===== config.mk =====
export PLATFORM = sky130hd
export DESIGN_NAME = fb_ram_arbiter_flat
export DESIGN_NICKNAME = d
export VERILOG_FILES = /design/src/rtl/fb_ram_arbiter_if.sv /design/src/rtl/fb_ram_arbiter.sv /design/src/flat_wrapper.sv
export SDC_FILE = /design/constraint.sdc
export NUM_CORES = 1
export LEC_CHECK = 0
export ABC_AREA = 1
export ABC_CLOCK_PERIOD_IN_PS = 3350
export CORE_ASPECT_RATIO = 1.1
export CORE_MARGIN = 10
export CORE_UTILIZATION = 28
export DETAILED_ROUTE_END_ITERATION = 10
export GPL_ROUTABILITY_DRIVEN = 0
export HOLD_SLACK_MARGIN = 0.03
export PLACE_DENSITY = 0.88
export SLEW_MARGIN = 20
export SYNTH_ARGS = -nofsm -noshare
export SYNTH_HDL_FRONTEND = slang
export SYNTH_SLANG_ARGS = --single-unit

===== constraint.sdc =====
create_clock -name clk -period 3.35 [get_ports clk]
set_input_delay 0.335 -clock clk [delete_from_list [all_inputs] [get_ports clk]]
set_output_delay 0.335 -clock clk [all_outputs]
set_load 0.005 [all_outputs]

===== src/rtl/fb_ram_arbiter_if.sv =====
// Bus bundle between the column RAM arbiter, its two requesters and the single-port RAM.
// The slave modport is the arbiter; the master modport is the requester/RAM side.
interface fb_ram_arbiter_if #(
    parameter int unsigned ADDR_W = 7,
    parameter int unsigned DATA_W = 24
);
    logic              rd_req;
    logic [ADDR_W-1:0] rd_addr;
    logic [DATA_W-1:0] rd_data;
    logic              rd_valid;

    logic              wr_valid;
    logic              wr_ready;
    logic [ADDR_W-1:0] wr_addr;
    logic [DATA_W-1:0] wr_data;

    logic [ADDR_W:0]   ram_addr;
    logic              ram_we;
    logic [DATA_W-1:0] ram_wdata;
    logic [DATA_W-1:0] ram_rdata;

    modport slave (
        input  rd_req, rd_addr, wr_valid, wr_addr, wr_data, ram_rdata,
        output rd_data, rd_valid, wr_ready, ram_addr, ram_we, ram_wdata
    );

    modport master (
        output rd_req, rd_addr, wr_valid, wr_addr, wr_data, ram_rdata,
        input  rd_data, rd_valid, wr_ready, ram_addr, ram_we, ram_wdata
    );
endinterface


===== src/rtl/fb_ram_arbiter.sv =====
// Arbitrates the double-banked column RAM between the real-time reader (priority) and the
// frame writer, with a bounded-wait forced write slot and SOF-synchronised bank swapping.
module fb_ram_arbiter #(
    parameter int unsigned ADDR_W   = 7,
    parameter int unsigned DATA_W   = 24,
    parameter int unsigned MAX_WAIT = 4   // legal range 1..15
) (
    input  logic                 clk,
    input  logic                 rst,
    input  logic                 SOF,
    input  logic                 wr_frame_done,
    output logic                 fb_clk_enable,
    output logic                 disp_bank,
    fb_ram_arbiter_if.slave      bus
);

    localparam logic [3:0] MaxWait = 4'(MAX_WAIT);

    logic       disp_bank_q, disp_bank_d;
    logic       pending_swap_q, pending_swap_d;
    logic [3:0] wait_cnt_q, wait_cnt_d;
    logic       rd_valid_q, rd_valid_d;

    logic force_w, wr_block, grant_w, grant_r, wr_sel, do_swap;

    always_comb begin
        force_w  = (wait_cnt_q == MaxWait);
        wr_block = pending_swap_q;
        grant_w  = bus.wr_valid & ~wr_block & (~bus.rd_req | force_w);
        grant_r  = bus.rd_req & ~grant_w;
        // Reset masks every strobe reaching the RAM and the framebuffer.
        wr_sel   = grant_w & ~rst;
    end

    assign bus.wr_ready  = wr_sel;
    assign bus.ram_we    = wr_sel;
    assign fb_clk_enable = ~rst & ~(bus.rd_req & grant_w);
    assign bus.ram_wdata = wr_sel ? bus.wr_data : '0;
    assign bus.ram_addr  = rst    ? '0 :
                           wr_sel ? {~disp_bank_q, bus.wr_addr} :
                                    {disp_bank_q, bus.rd_addr};
    assign bus.rd_data   = bus.ram_rdata;
    assign bus.rd_valid  = rd_valid_q;
    assign disp_bank     = disp_bank_q;

    always_comb begin
        do_swap        = SOF & (pending_swap_q | wr_frame_done);
        disp_bank_d    = disp_bank_q ^ do_swap;
        pending_swap_d = do_swap ? 1'b0 : (pending_swap_q | wr_frame_done);
        rd_valid_d     = grant_r;

        wait_cnt_d = wait_cnt_q;
        if (grant_w || !bus.wr_valid || wr_block) begin
            wait_cnt_d = 4'd0;
        end else if (wait_cnt_q != MaxWait) begin
            wait_cnt_d = wait_cnt_q + 4'd1;
        end
    end

    always_ff @(posedge clk) begin
        if (rst) begin
            disp_bank_q    <= 1'b0;
            pending_swap_q <= 1'b0;
            wait_cnt_q     <= 4'd0;
            rd_valid_q     <= 1'b0;
        end else begin
            disp_bank_q    <= disp_bank_d;
            pending_swap_q <= pending_swap_d;
            wait_cnt_q     <= wait_cnt_d;
            rd_valid_q     <= rd_valid_d;
        end
    end

endmodule


===== src/flat_wrapper.sv =====
// flat-port wrapper written by rule: the top's interface ports become plain ports
module fb_ram_arbiter_flat 
#(
    parameter int unsigned ADDR_W   = 7,
    parameter int unsigned DATA_W   = 24,
    parameter int unsigned MAX_WAIT = 4                       
)
  (clk, rst, SOF, wr_frame_done, fb_clk_enable, disp_bank, bus_rd_req, bus_rd_addr, bus_wr_valid, bus_wr_addr, bus_wr_data, bus_ram_rdata, bus_rd_data, bus_rd_valid, bus_wr_ready, bus_ram_addr, bus_ram_we, bus_ram_wdata);
  fb_ram_arbiter_if #(.ADDR_W(ADDR_W), .DATA_W(DATA_W)) bus_i ();
  input  logic clk;
  input  logic rst;
  input  logic SOF;
  input  logic wr_frame_done;
  output logic fb_clk_enable;
  output logic disp_bank;
  input wire logic [$bits(bus_i.rd_req)-1:0] bus_rd_req;
  input wire logic [$bits(bus_i.rd_addr)-1:0] bus_rd_addr;
  input wire logic [$bits(bus_i.wr_valid)-1:0] bus_wr_valid;
  input wire logic [$bits(bus_i.wr_addr)-1:0] bus_wr_addr;
  input wire logic [$bits(bus_i.wr_data)-1:0] bus_wr_data;
  input wire logic [$bits(bus_i.ram_rdata)-1:0] bus_ram_rdata;
  output wire logic [$bits(bus_i.rd_data)-1:0] bus_rd_data;
  output wire logic [$bits(bus_i.rd_valid)-1:0] bus_rd_valid;
  output wire logic [$bits(bus_i.wr_ready)-1:0] bus_wr_ready;
  output wire logic [$bits(bus_i.ram_addr)-1:0] bus_ram_addr;
  output wire logic [$bits(bus_i.ram_we)-1:0] bus_ram_we;
  output wire logic [$bits(bus_i.ram_wdata)-1:0] bus_ram_wdata;
  assign bus_i.rd_req = bus_rd_req;
  assign bus_i.rd_addr = bus_rd_addr;
  assign bus_i.wr_valid = bus_wr_valid;
  assign bus_i.wr_addr = bus_wr_addr;
  assign bus_i.wr_data = bus_wr_data;
  assign bus_i.ram_rdata = bus_ram_rdata;
  assign bus_rd_data = bus_i.rd_data;
  assign bus_rd_valid = bus_i.rd_valid;
  assign bus_wr_ready = bus_i.wr_ready;
  assign bus_ram_addr = bus_i.ram_addr;
  assign bus_ram_we = bus_i.ram_we;
  assign bus_ram_wdata = bus_i.ram_wdata;
  fb_ram_arbiter #(.ADDR_W(ADDR_W), .DATA_W(DATA_W), .MAX_WAIT(MAX_WAIT)) u_core (.clk(clk), .rst(rst), .SOF(SOF), .wr_frame_done(wr_frame_done), .fb_clk_enable(fb_clk_enable), .disp_bank(disp_bank), .bus(bus_i));
endmodule

==> summary.md <==
### Outcome
• **result of the run** finished, final reports clean

### Place
• **Port Buffers** 80
• **pre-CTS setup slack** 0.8901 ns
• **HPWL after detailed placement** 2742 um
• **instance area at placement** 0.001629 sq mm

### Route
• **average wire length per cell after detail routing** 11.73 um
• **number of optimization iterations in the first detailed-route pass** 4
• **DR iter-0 viols** 22
• **length of routed wiring on met1** 1204 um
• **total number of vias** 1,038
• **DRC viols** 0
• **routed length on met3** 377 um
• **top routing layer in use** met4
• **met2 wire len** 1429 um
• **sum of routed wire length over all layers** 3062 um
• **ratio of routed vias to standard cells** 3.977
• **DRT antenna net count** 0

### Synth
• **net count of the mapped netlist** 229
• **sequential fraction of the synthesis area** 0.1398
• **number of library cell types mapped by synthesis** 22
• **cells after synthesis** 159
• **Most used DFF post-synth** dfxtp_1
• **cell types occupying the most area after synthesis** buf_4 19%, inv_1 15%, dfxtp_1 14%
• **list of most frequent post-synthesis cells** 40 x inv_1, 26 x buf_4, 18 x nor2_2
• **number of warnings reported in the yosys synthesis log** 0
• **Avg Synthesized Cell Area** 6.303 sq um
• **post-synth design cell area** 0.001002 sq mm
• **Post-synth EDFFs** 0
• **fraction of synthesized cell area taken by the top area cell type** 0.1948
• **most instantiated library cell after synthesis** inv_1
• **post-synthesis cell type with the largest combined area** buf_4
• **flip-flop and latch count after synthesis** 7
• **fraction of synthesis flops using an asynchronous set or reset pin** 0

### Layout
• **final instance area** 0.001655 sq mm
• **n_diodes** 0
• **layout overhead on the synthesized area** 65.17%
• **net total in the final layout** 284
• **share of layout cells above drive strength 1** 0.1268

### Clock tree
• **clk buf depth** 2
• **number of buffers added to fix hold violations after cts** 0
• **post-CTS setup buffers** 0
• **number of buffers created by CTS** 3
• **total clock sinks** 7
• **CTS tree** yes
• **number of H-tree levels** 1
• **latest clock arrival within the worst-skew pair** 0.25 ns
• **clock slew at the register clock pins of the worst setup and hold paths** 0.05 ns
• **cell chosen for the clock root** clkbuf_4
• **cells resized by post-CTS repair** 0

### Critical path
• **kind of end point of the critical path** output pin
• **type of element launching the critical path** input pin
• **largest driver fanout on the critical path** 25
• **arrival time reported for the critical path endpoint** 2.11 ns
• **type of the worst setup path** in -> out
• **required time reported for the critical path endpoint** 3.01 ns

### Global routing
• **global-route wire length before repair** 4878 um
• **Congestion Overflow GR** 0
• **largest net degree at the start of global routing** 26
• **number of global-route vias before repair** 1,030
• **initial antenna violation count** 0
• **overall routing resource usage** 0.09523

### Floorplanning
• **count of standard-cell rows** 22
• **initial standard-cell utilization of the core** 0.2960
• **CORE AREA** 0.003386 sq mm
• **num ports** 129
• **horizontal extent of the die** 77.05 um
• **overall die area** 0.006375 sq mm
• **chip height** 82.75 um

### STA
• **slew at the pin with the worst max-slew slack** 0.3699 ns
• **Final min period** 2.443 ns
• **Max Clock Freq** 409.4 MHz
• **setup slack after layout** 0.9073 ns
• **final period utilization** 0.7292
• **Slew HR** 0.7532
• **final hold violation count** 0
• **Total Negative Setup Slacks** 0 ns
• **Final Skew** 0.003117 ns
• **final number of max-transition violations** 0
• **Setup-failing EPs final** 0
• **setup repair after global routing missed its margin** false

### Power and ir drop
• **P_leak** 0.0007571 uW
• **switching component of the power** 85.25 uW
• **internal power of the cells** 218.4 uW
• **maximum resistive drop on vdd** 0.1308 mV
• **proportion of power drawn by flip-flops and latches** 0.291
• **Comb pwr share** 0.455
• **Sw Ratio** 0.2807
• **overall power** 303.7 uW
• **power per standard cell area** 183.5 mW/mm^2
• **fraction of power consumed by the clock network** 0.255

### Hold path
• **class of the worst hold path** reg -> reg

### Job
• **max-capacitance violation count** 0

## path summary, 6_finish.rpt
path	from	endpoint	slack, ns	cells after the start
max	rst	bus_ram_wdata[20]	0.91	5
min	u_core.wait_cnt_q[0]	u_core.wait_cnt_q[0]	0.49	1
min reg2reg	u_core.wait_cnt_q[0]	u_core.wait_cnt_q[0]	0.49	1
max reg2reg	u_core.wait_cnt_q[0]	u_core.wait_cnt_q[1]	2.18	5
## cell families (layout without fill, tap and decap cells)
| family | count (synthesis) | after routing | synth area share |
|---|---|---|---|
| AOI/OAI and AO/OA | 13 | 13 | 0.06492 |
| xor gates and xnor gates | 2 | 2 | 0.01748 |
| and+or+nand+nor | 65 | 65 | 0.3695 |
| adders and majority gates | 2 | 2 | 0.02496 |
| buffers and inverters | 70 | 124 | 0.3833 |
| DFF | 7 | 7 | 0.1398 |
## per-layer routing
layer	vias up	track usage
li1	546	-
met1	423	0.09503
met2	61	0.1661
met3	8	0.04536
met4	0	0.04927
met5	-	0
## worst max-delay path: stages
cell and delay, ns:
clkdlybuf4s50_1 0.52, nor2_8 0.29, nand2_4 0.26, nor2_1 0.16, clkdlybuf4s50_1 0.52
## flip-flops by register name (all words and copies together) (netlist names)
| register | cells |
|---|---|
| u_core.bus.rd_valid | 1 |
| u_core.disp_bank | 1 |
| u_core.wait_cnt_q | 4 |
| u_core.pending_swap_q | 1 |
## power by group through the flow
| stage | sequential [uW] | combinational (uW) | clock [uW] |
|---|---|---|---|
| after floorplan | 89.9 | 75.8 | 0 |
| after global placement | 89.9 | 138 | 0 |
| after detailed placement | 90.0 | 140 | 0 |
| after CTS | 88.2 | 140 | 79.6 |
| after global routing | 88.6 | 152 | 84.6 |
| final | 88.2 | 138 | 77.4 |
## cell usage in the layout, fill, tap and decap left out
master	netlist	routed
a21oi_1	11	11
clkbuf_1	0	1
clkbuf_4	0	3
clkdlybuf4s50_1	0	80
dfxtp_1	7	7
ha_1	2	2
inv_1	40	40
nand2_1	11	11
nand2_2	1	1
nand2_4	1	1
nand2_8	1	1
nand3_1	11	11
nand3_4	1	1
nand4_1	1	1
nor2_1	17	17
nor2_2	18	18
nor2_4	1	1
nor2_8	1	1
nor3_1	1	1
o21ai_0	2	2
xnor2_1	1	1
xor2_1	1	1
## final cells by class
type	instances	area, sq um
fillers	333	1730
repair buffers	80	800.8
multi-input cells	82	478.0
inverters	40	150.1
flip-flops and latches	7	140.1
well taps	48	60.06
clock buffers	4	26.28
## stage by stage
step / util / instances / hold WS, ns
after global placement: 0.4812 / 257 / 0.4462
after global routing: 0.4889 / 261 / 0.5014
after CTS: 0.4889 / 261 / 0.4973
after detailed placement: 0.4812 / 257 / 0.4855
after floorplan: - / 159 / 0.4118
final: 0.4889 / 261 / 0.4901
Note: power is estimated with default switching activity, not from simulation.
==> patch: new RTL, same flow settings <==
`ADDR_W` is set to 7 in 3 places; all go to 8.
--- a/src/rtl/fb_ram_arbiter_if.sv
+++ b/src/rtl/fb_ram_arbiter_if.sv
@@ -1,7 +1,7 @@
 // Bus bundle between the column RAM arbiter, its two requesters and the single-port RAM.
 // The slave modport is the arbiter; the master modport is the requester/RAM side.
 interface fb_ram_arbiter_if #(
-    parameter int unsigned ADDR_W = 7,
+    parameter int unsigned ADDR_W = 8,
     parameter int unsigned DATA_W = 24
 );
     logic              rd_req;
--- a/src/rtl/fb_ram_arbiter.sv
+++ b/src/rtl/fb_ram_arbiter.sv
@@ -1,7 +1,7 @@
 // Arbitrates the double-banked column RAM between the real-time reader (priority) and the
 // frame writer, with a bounded-wait forced write slot and SOF-synchronised bank swapping.
 module fb_ram_arbiter #(
-    parameter int unsigned ADDR_W   = 7,
+    parameter int unsigned ADDR_W   = 8,
     parameter int unsigned DATA_W   = 24,
     parameter int unsigned MAX_WAIT = 4   // legal range 1..15
 ) (
--- a/src/flat_wrapper.sv
+++ b/src/flat_wrapper.sv
@@ -1,7 +1,7 @@
 // flat-port wrapper written by rule: the top's interface ports become plain ports
 module fb_ram_arbiter_flat 
 #(
-    parameter int unsigned ADDR_W   = 7,
+    parameter int unsigned ADDR_W   = 8,
     parameter int unsigned DATA_W   = 24,
     parameter int unsigned MAX_WAIT = 4                       
 )
Ports: changed (resized bus_ram_addr, bus_rd_addr and bus_wr_addr); port bits go from 129 to 132. The function was not compared with the original's and may differ.
==> patch against the unedited design <==
  * Worst setup slack improved by 56 ps
  * Sequential share of layout area is 0.064 points higher
  * First-iteration DRC count up 36%
  * Global-route usage is 0.33 points higher
  * Synthesized area fell by 2.9%
  * Core utilization grew 0.43 points
  * Design area is 0.76% lower
  * Critical endpoint is now bus_ram_wdata[2]
  * Routed wire length up 5.3%
  * Sequential cell count is the same
  * Largest cell class unchanged
  * Total power is essentially flat
==> patch: results <==
[yosys]
ys_top_cells_by_count = "41 x inv_1, 35 x nor2_1, 25 x buf_4"
synth_fa_ha_area_share_pct = 2.57
async_flop_share_pct = 0
synth_area_leaders = "buf_4 19%, inv_1 16%, dfxtp_1 14%, nor2_1 13%, a21oi_1 6.2%"
ys_types = 20
syn_nets = 237
synth_cells = 165
synth_compound_area_share_pct = 7.20
synth-xor-area-share_pct = 1.80
ys_seq_area_share_pct = 14.4
synth_top_area_share_pct = 19.3
synth_flop_cell = "dfxtp_1"

[timing]
slew_headroom_pct = 77.4
fin_skew_ps = 5.30

[power_and_ir_drop]
vdd_ir_drop_max_uv = 200
power_leakage_nw = 0.783

[worst_setup_path]
crit_fanout = 25
cp_data_arrival_time_ps = 2050

[global_routing]
first_global_vias = 1014
grt_first_pass_wirelength_um = 5000
grt_max_degree = 26
grt_use_total_pct = 9.85
antenna_found_initial = 0

[placement]
dp_hpwl_um = 2770
io_buffers = 83

[layout]
regMostFlops = "u_core.wait_cnt_q"
final_cells = 269
largest_register_ffs = 4
nFillCells = 344
drive_gt1_share_pct = 4.52
nNetsFinal = 294
antennaDiodeCount = 0

[run_status]
run_status = "finished, final reports clean"

[clock_network]
h-tree-depth = 1
clk_latency_ps = 250
clock-root-buffer = "clkbuf_4"
postCtsSetupRepairBufs = 0

[route]
dr_total_vias = 1090
drtIter0Drc = 30
wl_per_cell_um = 12.0
==> patch: final timing paths <==
| kind | from | to | slack (ps) | depth (start not counted) |
|---|---|---|---|---|
| worst max register to register | u_core.wait_cnt_q[0] | u_core.bus.rd_valid | 2170 | 5 |
| worst max-delay path | rst | bus_ram_wdata[2] | 960 | 5 |
| worst min register to register | u_core.wait_cnt_q[0] | u_core.wait_cnt_q[0] | 470 | 1 |
| worst min-delay path | u_core.wait_cnt_q[0] | u_core.wait_cnt_q[0] | 470 | 1 |
==> patch: per-layer routing <==
| layer | global-route usage, % | share of wire (%) | vias up |
|---|---|---|---|
| met5 | 0 | 0 | - |
| met4 | 3.90 | 1.8 | 0 |
| met3 | 4.04 | 8.6 | 14 |
| met2 | 16.8 | 48 | 60 |
| met1 | 10.8 | 41 | 446 |
| li1 | - | - | 570 |
==> patch: report_power, final <==
group	switching, mW	internal, mW
clock network	0.0311	0.0454
registers	0.00250	0.0863
logic	0.0492	0.0891
==> patch: through the flow <==
step | worst slack [ps] | cell area, µm² | utilization (%)
global placement | 950 | 1620 | 48.5
global route | 776 | 1640 | 49.3
floorplan | 1850 | 973 | -
finish | 963 | 1640 | 49.3
CTS | 913 | 1640 | 49.3
detailed placement | 927 | 1620 | 48.5
==> patch: cell type report <==
cell class | count | area (µm²) | share of cell area [%]
inverter | 41 | 154 | 9.37
sequential | 7 | 140 | 8.53
multi-input combinational | 86 | 432 | 26.3
clock buffer | 4 | 26.3 | 1.60
tap | 48 | 60.1 | 3.66
timing repair buffer | 83 | 831 | 50.6
==> patch: critical path, cell delays in order <==
cell,delay (ps)
clkdlybuf4s50_1,520
nor2_8,300
nand2_4,210
nor2_1,150
clkdlybuf4s50_1,530
